File: config.mk
export PLATFORM = sky130hd
export DESIGN_NAME = rf_read_arbiter_flat
export DESIGN_NICKNAME = d
export VERILOG_FILES = /design/src/rtl/rf_read_arbiter_if.sv /design/src/rtl/rf_read_arbiter.sv /design/src/flat_wrapper.sv
export SDC_FILE = /design/constraint.sdc
export NUM_CORES = 1
export LEC_CHECK = 0
export BUFFER_PORTS_ARGS = -buffer_cell sky130_fd_sc_hd__buf_2
export CAP_MARGIN = 30
export CELL_PAD_IN_SITES_DETAIL_PLACEMENT = 1
export CELL_PAD_IN_SITES_GLOBAL_PLACEMENT = 2
export CORE_MARGIN = 8
export CORE_UTILIZATION = 25
export CTS_CLUSTER_DIAMETER = 120
export CTS_CLUSTER_SIZE = 24
export DETAILED_ROUTE_END_ITERATION = 7
export HOLD_SLACK_MARGIN = 0.08
export PLACE_DENSITY = 0.86
export SYNTH_ARGS = -nofsm -noshare
export SYNTH_HDL_FRONTEND = slang
export SYNTH_SLANG_ARGS = --single-unit
File: constraint.sdc
create_clock -name clk_in -period 2.1 [get_ports clk_in]
set_input_delay 0 -clock clk_in [delete_from_list [all_inputs] [get_ports clk_in]]
set_output_delay 0 -clock clk_in [all_outputs]
set_load 0.02 [all_outputs]
File: src/rtl/rf_read_arbiter_if.sv
// Requester-side bus of rf_read_arbiter: per-requester request fields and the
// shared response returned to the granted requester.
interface rf_read_arbiter_if #(
  parameter int NUM_REQ   = 2,
  parameter int TAG_WIDTH = 2
);
  logic [NUM_REQ-1:0]           req_valid;
  logic [NUM_REQ-1:0]           req_ready;
  logic [NUM_REQ-1:0]           req_rs1_en;
  logic [NUM_REQ-1:0]           req_rs2_en;
  logic [NUM_REQ*5-1:0]         req_rs1;
  logic [NUM_REQ*5-1:0]         req_rs2;
  logic [NUM_REQ*TAG_WIDTH-1:0] req_tag;
  logic [NUM_REQ-1:0]           resp_valid;
  logic [TAG_WIDTH-1:0]         resp_tag;
  logic [31:0]                  resp_rs1;
  logic [31:0]                  resp_rs2;

  modport master (
    output req_valid, req_rs1_en, req_rs2_en, req_rs1, req_rs2, req_tag,
    input  req_ready, resp_valid, resp_tag, resp_rs1, resp_rs2
  );

  modport slave (
    input  req_valid, req_rs1_en, req_rs2_en, req_rs1, req_rs2, req_tag,
    output req_ready, resp_valid, resp_tag, resp_rs1, resp_rs2
  );
endinterface

File: src/rtl/rf_read_arbiter.sv
// Round-robin arbiter sharing the register-file read channel among NUM_REQ requesters.
// Optional macro RF_ARB_BYPASS_EN patches operands with ROB commits racing the read.
module rf_read_arbiter #(
  parameter int NUM_REQ   = 2,
  parameter int TAG_WIDTH = 2
) (
  input  logic                 clk_in,
  input  logic                 rst_n_in,
  input  logic                 rdy_in,
  rf_read_arbiter_if.slave     bus,
  output logic                 to_rf_rs1_flag,
  output logic                 to_rf_rs2_flag,
  output logic [4:0]           to_rf_rs1,
  output logic [4:0]           to_rf_rs2,
  output logic [TAG_WIDTH-1:0] to_rf_index,
  input  logic                 from_rf_rs1_flag,
  input  logic                 from_rf_rs2_flag,
  input  logic [TAG_WIDTH-1:0] from_rf_index,
  input  logic [31:0]          from_rf_rs1,
  input  logic [31:0]          from_rf_rs2,
  input  logic                 from_rob,
  input  logic [4:0]           from_rob_rd,
  input  logic [31:0]          from_rob_wdata
);
  localparam int DATA_W = 32;
  localparam int PTR_W  = (NUM_REQ > 2) ? 2 : 1;

  typedef enum logic [1:0] {IDLE, ISSUE, WAIT, RESP} state_t;

  state_t                state_q;
  logic [PTR_W-1:0]      rr_ptr_q, gnt_q, gnt_idx, cand;
  logic                  gnt_found, accept;
  logic                  en1_q, en2_q, got1_q, got2_q, flag1_q, flag2_q;
  logic [4:0]            rs1_q, rs2_q, sel_rs1, sel_rs2;
  logic                  sel_en1, sel_en2;
  logic [TAG_WIDTH-1:0]  tag_q, sel_tag;
  logic [DATA_W-1:0]     op1_q, op2_q, rf1_data, rf2_data, val1, val2;
  logic [NUM_REQ-1:0]    resp_vld_q;
  logic                  hit1, hit2, done;

  function automatic logic [NUM_REQ-1:0] onehot(input logic [PTR_W-1:0] idx);
    return NUM_REQ'(1) << idx;
  endfunction

  // First valid requester at or after the round-robin pointer, with wrap.
  always_comb begin
    gnt_found = 1'b0;
    gnt_idx   = '0;
    cand      = '0;
    for (int i = 0; i < NUM_REQ; i++) begin
      cand = PTR_W'((int'(rr_ptr_q) + i) % NUM_REQ);
      if (!gnt_found && bus.req_valid[cand]) begin
        gnt_found = 1'b1;
        gnt_idx   = cand;
      end
    end
  end

  always_comb begin
    sel_rs1 = '0;
    sel_rs2 = '0;
    sel_en1 = 1'b0;
    sel_en2 = 1'b0;
    sel_tag = '0;
    for (int k = 0; k < NUM_REQ; k++) begin
      if (gnt_idx == PTR_W'(k)) begin
        sel_rs1 = bus.req_rs1[5*k +: 5];
        sel_rs2 = bus.req_rs2[5*k +: 5];
        sel_en1 = bus.req_rs1_en[k];
        sel_en2 = bus.req_rs2_en[k];
        sel_tag = bus.req_tag[TAG_WIDTH*k +: TAG_WIDTH];
      end
    end
  end

  assign accept        = rst_n_in && rdy_in && (state_q == IDLE) && gnt_found;
  assign bus.req_ready = accept ? onehot(gnt_idx) : '0;

`ifdef RF_ARB_BYPASS_EN
  logic              byp1_vld_q, byp2_vld_q;
  logic [DATA_W-1:0] byp1_q, byp2_q;

  // A commit seen while the RF samples the read would otherwise return stale data.
  always_ff @(posedge clk_in or negedge rst_n_in) begin
    if (!rst_n_in) begin
      byp1_vld_q <= 1'b0;
      byp2_vld_q <= 1'b0;
      byp1_q     <= '0;
      byp2_q     <= '0;
    end else if (rdy_in) begin
      if (accept) begin
        byp1_vld_q <= 1'b0;
        byp2_vld_q <= 1'b0;
      end else if (state_q == ISSUE && from_rob && from_rob_rd != 5'd0) begin
        if (en1_q && from_rob_rd == rs1_q) begin
          byp1_vld_q <= 1'b1;
          byp1_q     <= from_rob_wdata;
        end
        if (en2_q && from_rob_rd == rs2_q) begin
          byp2_vld_q <= 1'b1;
          byp2_q     <= from_rob_wdata;
        end
      end
    end
  end

  assign rf1_data = byp1_vld_q ? byp1_q : from_rf_rs1;
  assign rf2_data = byp2_vld_q ? byp2_q : from_rf_rs2;
`else
  logic unused_rob;
  assign unused_rob = ^{from_rob, from_rob_rd, from_rob_wdata};
  assign rf1_data   = from_rf_rs1;
  assign rf2_data   = from_rf_rs2;
`endif

  assign val1 = (rs1_q == 5'd0) ? '0 : rf1_data;
  assign val2 = (rs2_q == 5'd0) ? '0 : rf2_data;
  assign hit1 = (state_q == WAIT) && en1_q && !got1_q && from_rf_rs1_flag && (from_rf_index == tag_q);
  assign hit2 = (state_q == WAIT) && en2_q && !got2_q && from_rf_rs2_flag && (from_rf_index == tag_q);
  assign done = (!en1_q || got1_q || hit1) && (!en2_q || got2_q || hit2);

  always_ff @(posedge clk_in or negedge rst_n_in) begin
    if (!rst_n_in) begin
      state_q    <= IDLE;
      rr_ptr_q   <= '0;
      gnt_q      <= '0;
      en1_q      <= 1'b0;
      en2_q      <= 1'b0;
      got1_q     <= 1'b0;
      got2_q     <= 1'b0;
      flag1_q    <= 1'b0;
      flag2_q    <= 1'b0;
      rs1_q      <= '0;
      rs2_q      <= '0;
      tag_q      <= '0;
      op1_q      <= '0;
      op2_q      <= '0;
      resp_vld_q <= '0;
    end else if (rdy_in) begin
      case (state_q)
        IDLE: if (accept) begin
          gnt_q    <= gnt_idx;
          rr_ptr_q <= PTR_W'((int'(gnt_idx) + 1) % NUM_REQ);
          en1_q    <= sel_en1;
          en2_q    <= sel_en2;
          rs1_q    <= sel_rs1;
          rs2_q    <= sel_rs2;
          tag_q    <= sel_tag;
          op1_q    <= '0;
          op2_q    <= '0;
          got1_q   <= 1'b0;
          got2_q   <= 1'b0;
          if (sel_en1 || sel_en2) begin
            state_q <= ISSUE;
            flag1_q <= sel_en1;
            flag2_q <= sel_en2;
          end else begin
            state_q    <= RESP;
            resp_vld_q <= onehot(gnt_idx);
          end
        end
        ISSUE: begin
          flag1_q <= 1'b0;
          flag2_q <= 1'b0;
          state_q <= WAIT;
        end
        WAIT: begin
          if (hit1) begin
            op1_q  <= val1;
            got1_q <= 1'b1;
          end
          if (hit2) begin
            op2_q  <= val2;
            got2_q <= 1'b1;
          end
          if (done) begin
            state_q    <= RESP;
            resp_vld_q <= onehot(gnt_q);
          end
        end
        RESP: begin
          resp_vld_q <= '0;
          state_q    <= IDLE;
        end
        default: state_q <= IDLE;
      endcase
    end
  end

  assign to_rf_rs1_flag = flag1_q;
  assign to_rf_rs2_flag = flag2_q;
  assign to_rf_rs1      = rs1_q;
  assign to_rf_rs2      = rs2_q;
  assign to_rf_index    = tag_q;
  assign bus.resp_valid = resp_vld_q;
  assign bus.resp_tag   = tag_q;
  assign bus.resp_rs1   = op1_q;
  assign bus.resp_rs2   = op2_q;
endmodule

File: src/flat_wrapper.sv
// flat-port wrapper written by rule: the top's interface ports become plain ports
module rf_read_arbiter_flat 
#(
  parameter int NUM_REQ   = 2,
  parameter int TAG_WIDTH = 2
)
  (clk_in, rst_n_in, rdy_in, to_rf_rs1_flag, to_rf_rs2_flag, to_rf_rs1, to_rf_rs2, to_rf_index, from_rf_rs1_flag, from_rf_rs2_flag, from_rf_index, from_rf_rs1, from_rf_rs2, from_rob, from_rob_rd, from_rob_wdata, bus_req_valid, bus_req_rs1_en, bus_req_rs2_en, bus_req_rs1, bus_req_rs2, bus_req_tag, bus_req_ready, bus_resp_valid, bus_resp_tag, bus_resp_rs1, bus_resp_rs2);
  rf_read_arbiter_if #(.NUM_REQ(NUM_REQ), .TAG_WIDTH(TAG_WIDTH)) bus_i ();
  input  logic clk_in;
  input  logic rst_n_in;
  input  logic rdy_in;
  output logic to_rf_rs1_flag;
  output logic to_rf_rs2_flag;
  output logic [4:0] to_rf_rs1;
  output logic [4:0] to_rf_rs2;
  output logic [TAG_WIDTH-1:0] to_rf_index;
  input  logic from_rf_rs1_flag;
  input  logic from_rf_rs2_flag;
  input  logic [TAG_WIDTH-1:0] from_rf_index;
  input  logic [31:0] from_rf_rs1;
  input  logic [31:0] from_rf_rs2;
  input  logic from_rob;
  input  logic [4:0] from_rob_rd;
  input  logic [31:0] from_rob_wdata;
  input wire logic [$bits(bus_i.req_valid)-1:0] bus_req_valid;
  input wire logic [$bits(bus_i.req_rs1_en)-1:0] bus_req_rs1_en;
  input wire logic [$bits(bus_i.req_rs2_en)-1:0] bus_req_rs2_en;
  input wire logic [$bits(bus_i.req_rs1)-1:0] bus_req_rs1;
  input wire logic [$bits(bus_i.req_rs2)-1:0] bus_req_rs2;
  input wire logic [$bits(bus_i.req_tag)-1:0] bus_req_tag;
  output wire logic [$bits(bus_i.req_ready)-1:0] bus_req_ready;
  output wire logic [$bits(bus_i.resp_valid)-1:0] bus_resp_valid;
  output wire logic [$bits(bus_i.resp_tag)-1:0] bus_resp_tag;
  output wire logic [$bits(bus_i.resp_rs1)-1:0] bus_resp_rs1;
  output wire logic [$bits(bus_i.resp_rs2)-1:0] bus_resp_rs2;
  assign bus_i.req_valid = bus_req_valid;
  assign bus_i.req_rs1_en = bus_req_rs1_en;
  assign bus_i.req_rs2_en = bus_req_rs2_en;
  assign bus_i.req_rs1 = bus_req_rs1;
  assign bus_i.req_rs2 = bus_req_rs2;
  assign bus_i.req_tag = bus_req_tag;
  assign bus_req_ready = bus_i.req_ready;
  assign bus_resp_valid = bus_i.resp_valid;
  assign bus_resp_tag = bus_i.resp_tag;
  assign bus_resp_rs1 = bus_i.resp_rs1;
  assign bus_resp_rs2 = bus_i.resp_rs2;
  rf_read_arbiter #(.NUM_REQ(NUM_REQ), .TAG_WIDTH(TAG_WIDTH)) u_core (.clk_in(clk_in), .rst_n_in(rst_n_in), .rdy_in(rdy_in), .bus(bus_i), .to_rf_rs1_flag(to_rf_rs1_flag), .to_rf_rs2_flag(to_rf_rs2_flag), .to_rf_rs1(to_rf_rs1), .to_rf_rs2(to_rf_rs2), .to_rf_index(to_rf_index), .from_rf_rs1_flag(from_rf_rs1_flag), .from_rf_rs2_flag(from_rf_rs2_flag), .from_rf_index(from_rf_index), .from_rf_rs1(from_rf_rs1), .from_rf_rs2(from_rf_rs2), .from_rob(from_rob), .from_rob_rd(from_rob_rd), .from_rob_wdata(from_rob_wdata));
endmodule
==> metrics.txt <==
status completed; min cycle time layout 1980 ps; Switching Fraction 0.323; Clock transition at path regs 60 ps; Syn-to-layout area delta 70.2%; Clock Sinks 88; YS warnings 0; Final Core Density 0.429; CTS root buffer clkbuf_16; syn_nets 419; Seq/Total Area, Yosys 0.607; # nets final 706; largest net degree at the start of global routing 67; # rows 44; Syn Inst Count 275; Mapped Avg Cell Area 13.2 um2; gr ovfl total 0; Antenna Nets Post-Route 0; number of remaining DRC errors 0; P_int 3.90 mW; die area 18600 um2; Flop pwr share 0.369; post-detail-place hpwl 9.47 mm; Final Skew 8.86 ps; synth unique cells 41; Slew @ Worst Pin 838 ps; initial core utilization 0.252; DRT Pass-1 Iters 4; die outline height 136 um; vias after detailed routing 3536; fin crit share 0.941; R2R Setup Slk 120 ps; Global Route Usage Sum 0.152; Comb pwr share 0.320; DIE WIDTH 136 um; critical path class flip-flop to flip-flop; final setup fails 0; f_max 506 MHz; Core ar. 14400 um2; WL final 14.1 mm; final hold vios 0; # port buffers 184; Mapped Area 3630 um2; # H-tree levels 3; tightest hold margin 121 ps; first-pass GRT wire length 22.1 mm; RD Place Congestion 0.751; sw power 1.86 mW; slew margin rel. 0.441; layout cells sized above 1 0.413; maximum vdd drop 0.498 mV; Worst setup EP type flip-flop; number of global-route vias before repair 4134; clk_lat worst skew 340 ps; Arr. time, crit path 2200 ps; setup TNS 0 ps; initial antenna violation count 1; CTS tree yes; Max-Cap Viols 0; max-slew violations 0; Vias per Instance 4.70; total CTS buffers 9; WL per Instance 18.7 um; Clk pwr share 0.311; pwr/cell area 934 nW/um2; IO Pins 223; CP Max Fanout 33; worst min path class input port to flip-flop; leakage 3.27 nW; initial drt markers 134; CTS max path bufs 2; CP Launch Type flip-flop; Critical Path RT 2320 ps; FF+latch count, synth 88
## flip-flops by register name (all words and copies together) (netlist names)
signal / flops
u_core.bus.resp_tag: 2
u_core.got2_q: 1
u_core.to_rf_rs2_flag: 1
u_core.bus.resp_valid: 2
u_core.to_rf_rs1: 5
u_core.en1_q: 1
u_core.state_q: 2
u_core.to_rf_rs1_flag: 1
u_core.rr_ptr_q: 1
u_core.bus.resp_rs1: 32
u_core.en2_q: 1
u_core.bus.resp_rs2: 32
u_core.got1_q: 1
u_core.gnt_q: 1
u_core.to_rf_rs2: 5
## layer usage
layer / vias to the layer above / track usage / wire length (um) / share of wire
met5: - / 0 / 0 / 0
met4: 0 / 0.0653 / 329 / 0.023
met3: 26 / 0.0429 / 913 / 0.065
met2: 122 / 0.273 / 7400 / 0.53
met1: 1758 / 0.165 / 5410 / 0.38
li1: 1630 / - / - / -
## worst paths after layout
path                                   startpoint                 endpoint  cells after the start
min                                        rdy_in        u_core.state_q[0]                      4
max reg2reg                u_core.bus.resp_tag[1]            u_core.got2_q                      6
max                        u_core.bus.resp_tag[1]            u_core.got2_q                      6
max in group asynchronous                rst_n_in  u_core.bus.resp_rs2[30]                      4
min in group asynchronous                rst_n_in            u_core.got2_q                      3
min reg2reg                          u_core.en1_q             u_core.en1_q                      2
## kinds of logic after synthesis
| logic type | Yosys count | synth area share |
|---|---|---|
| DFF | 88 | 0.607 |
| adders and majority gates | 5 | 0.0173 |
| AOI/OAI and AO/OA | 103 | 0.246 |
| and+or+nand+nor | 42 | 0.0697 |
| xor gates and xnor gates | 2 | 0.00483 |
| buffers and inverters | 29 | 0.0376 |
| muxes | 6 | 0.0176 |
## power by group through the flow
| stage | combinational, mW | sequential, mW | clock [mW] |
|---|---|---|---|
| after floorplan | 0.791 | 2.32 | 0 |
| after global placement | 1.62 | 2.15 | 0 |
| after detailed placement | 1.67 | 2.16 | 0 |
| after CTS | 1.83 | 2.13 | 1.86 |
| after global routing | 1.99 | 2.16 | 1.92 |
| final | 1.84 | 2.13 | 1.79 |
## worst max-delay path, cell delays in order (launching register included)
cell and delay (ps):
dfrtp_1 420, xor2_1 380, nor3b_2 110, nor3b_2 190, o21ai_2 190, buf_12 210, mux2_2 350
## stage by stage
stage / total power, mW / worst slack [ps] / std cells / area (um2)
after floorplan: 3.12 / 257 / 275 / 3630
after global placement: 3.76 / 139 / 641 / 4880
after detailed placement: 3.83 / 77.6 / 641 / 4880
after CTS: 5.82 / 23.3 / 750 / 6150
after global routing: 6.08 / -5.45 / 752 / 6170
final: 5.76 / 124 / 752 / 6170
## layout by cell type (no fill, tap or decap), drive strengths merged, types with 3 or more instances in the layout
master and n:
a22o 66, mux2 3, ha 5, nand2 9, nor3b 4, mux2i 3, buf 204, bufinv 3
nor2 9, dfrtp 88, o21ai 8, clkbuf 11, dlygate4sd3 93, and3 12, inv 8, a221o 12
## layout make-up
type,count,area [um2]
multi-input combinational,158,1310
clock buffer,11,233
fill,1562,8200
antenna,1,2.50
sequential,88,2200
timing repair buffer,297,2060
tap,184,230
clock inverter,5,105
inverter,8,30.0
## Yosys cell counts
library cell | n | area share
nor3b_2 | 3 | 0.010
a211o_1 | 1 | 0.0024
o31ai_1 | 1 | 0.0021
inv_2 | 1 | 0.0010
ha_1 | 5 | 0.017
and3_1 | 12 | 0.021
o2111a_1 | 1 | 0.0031
o32ai_1 | 2 | 0.0048
mux2i_1 | 3 | 0.0083
nor4b_1 | 1 | 0.0024
buf_4 | 5 | 0.010
o21ai_0 | 4 | 0.0055
nor2_1 | 9 | 0.0093
a211oi_2 | 1 | 0.0035
or4_1 | 2 | 0.0041
nor2b_1 | 1 | 0.0017
mux2_1 | 1 | 0.0031
a22o_1 | 66 | 0.16
o2111ai_1 | 1 | 0.0024
dfrtp_1 | 88 | 0.61
o311ai_2 | 1 | 0.0045
a211oi_1 | 1 | 0.0021
nor3_1 | 2 | 0.0028
a21boi_0 | 1 | 0.0021
a21oi_1 | 2 | 0.0028
nor3b_4 | 1 | 0.0052
nand3_1 | 1 | 0.0014
o21ai_1 | 3 | 0.0041
and3b_1 | 1 | 0.0024
nand2_1 | 9 | 0.0093
a32oi_1 | 1 | 0.0024
inv_1 | 7 | 0.0072
buf_2 | 7 | 0.0097
xor2_1 | 2 | 0.0048
clkbuf_1 | 9 | 0.0093
a221o_1 | 12 | 0.033
o21ai_2 | 1 | 0.0024
a21o_1 | 2 | 0.0041
a21boi_2 | 1 | 0.0031
a31oi_1 | 1 | 0.0017
mux2_2 | 2 | 0.0062
## repair_timing
action | 4_1_cts | 5_1_grt
gates resized for setup | 0 | 4
endpoints found under the setup margin | 0 | 34
setup buffers | 0 | 1
hold endpoints to repair | 100 | 0
hold buffers | 93 | 0
Power figures use the tool's default switching activity.
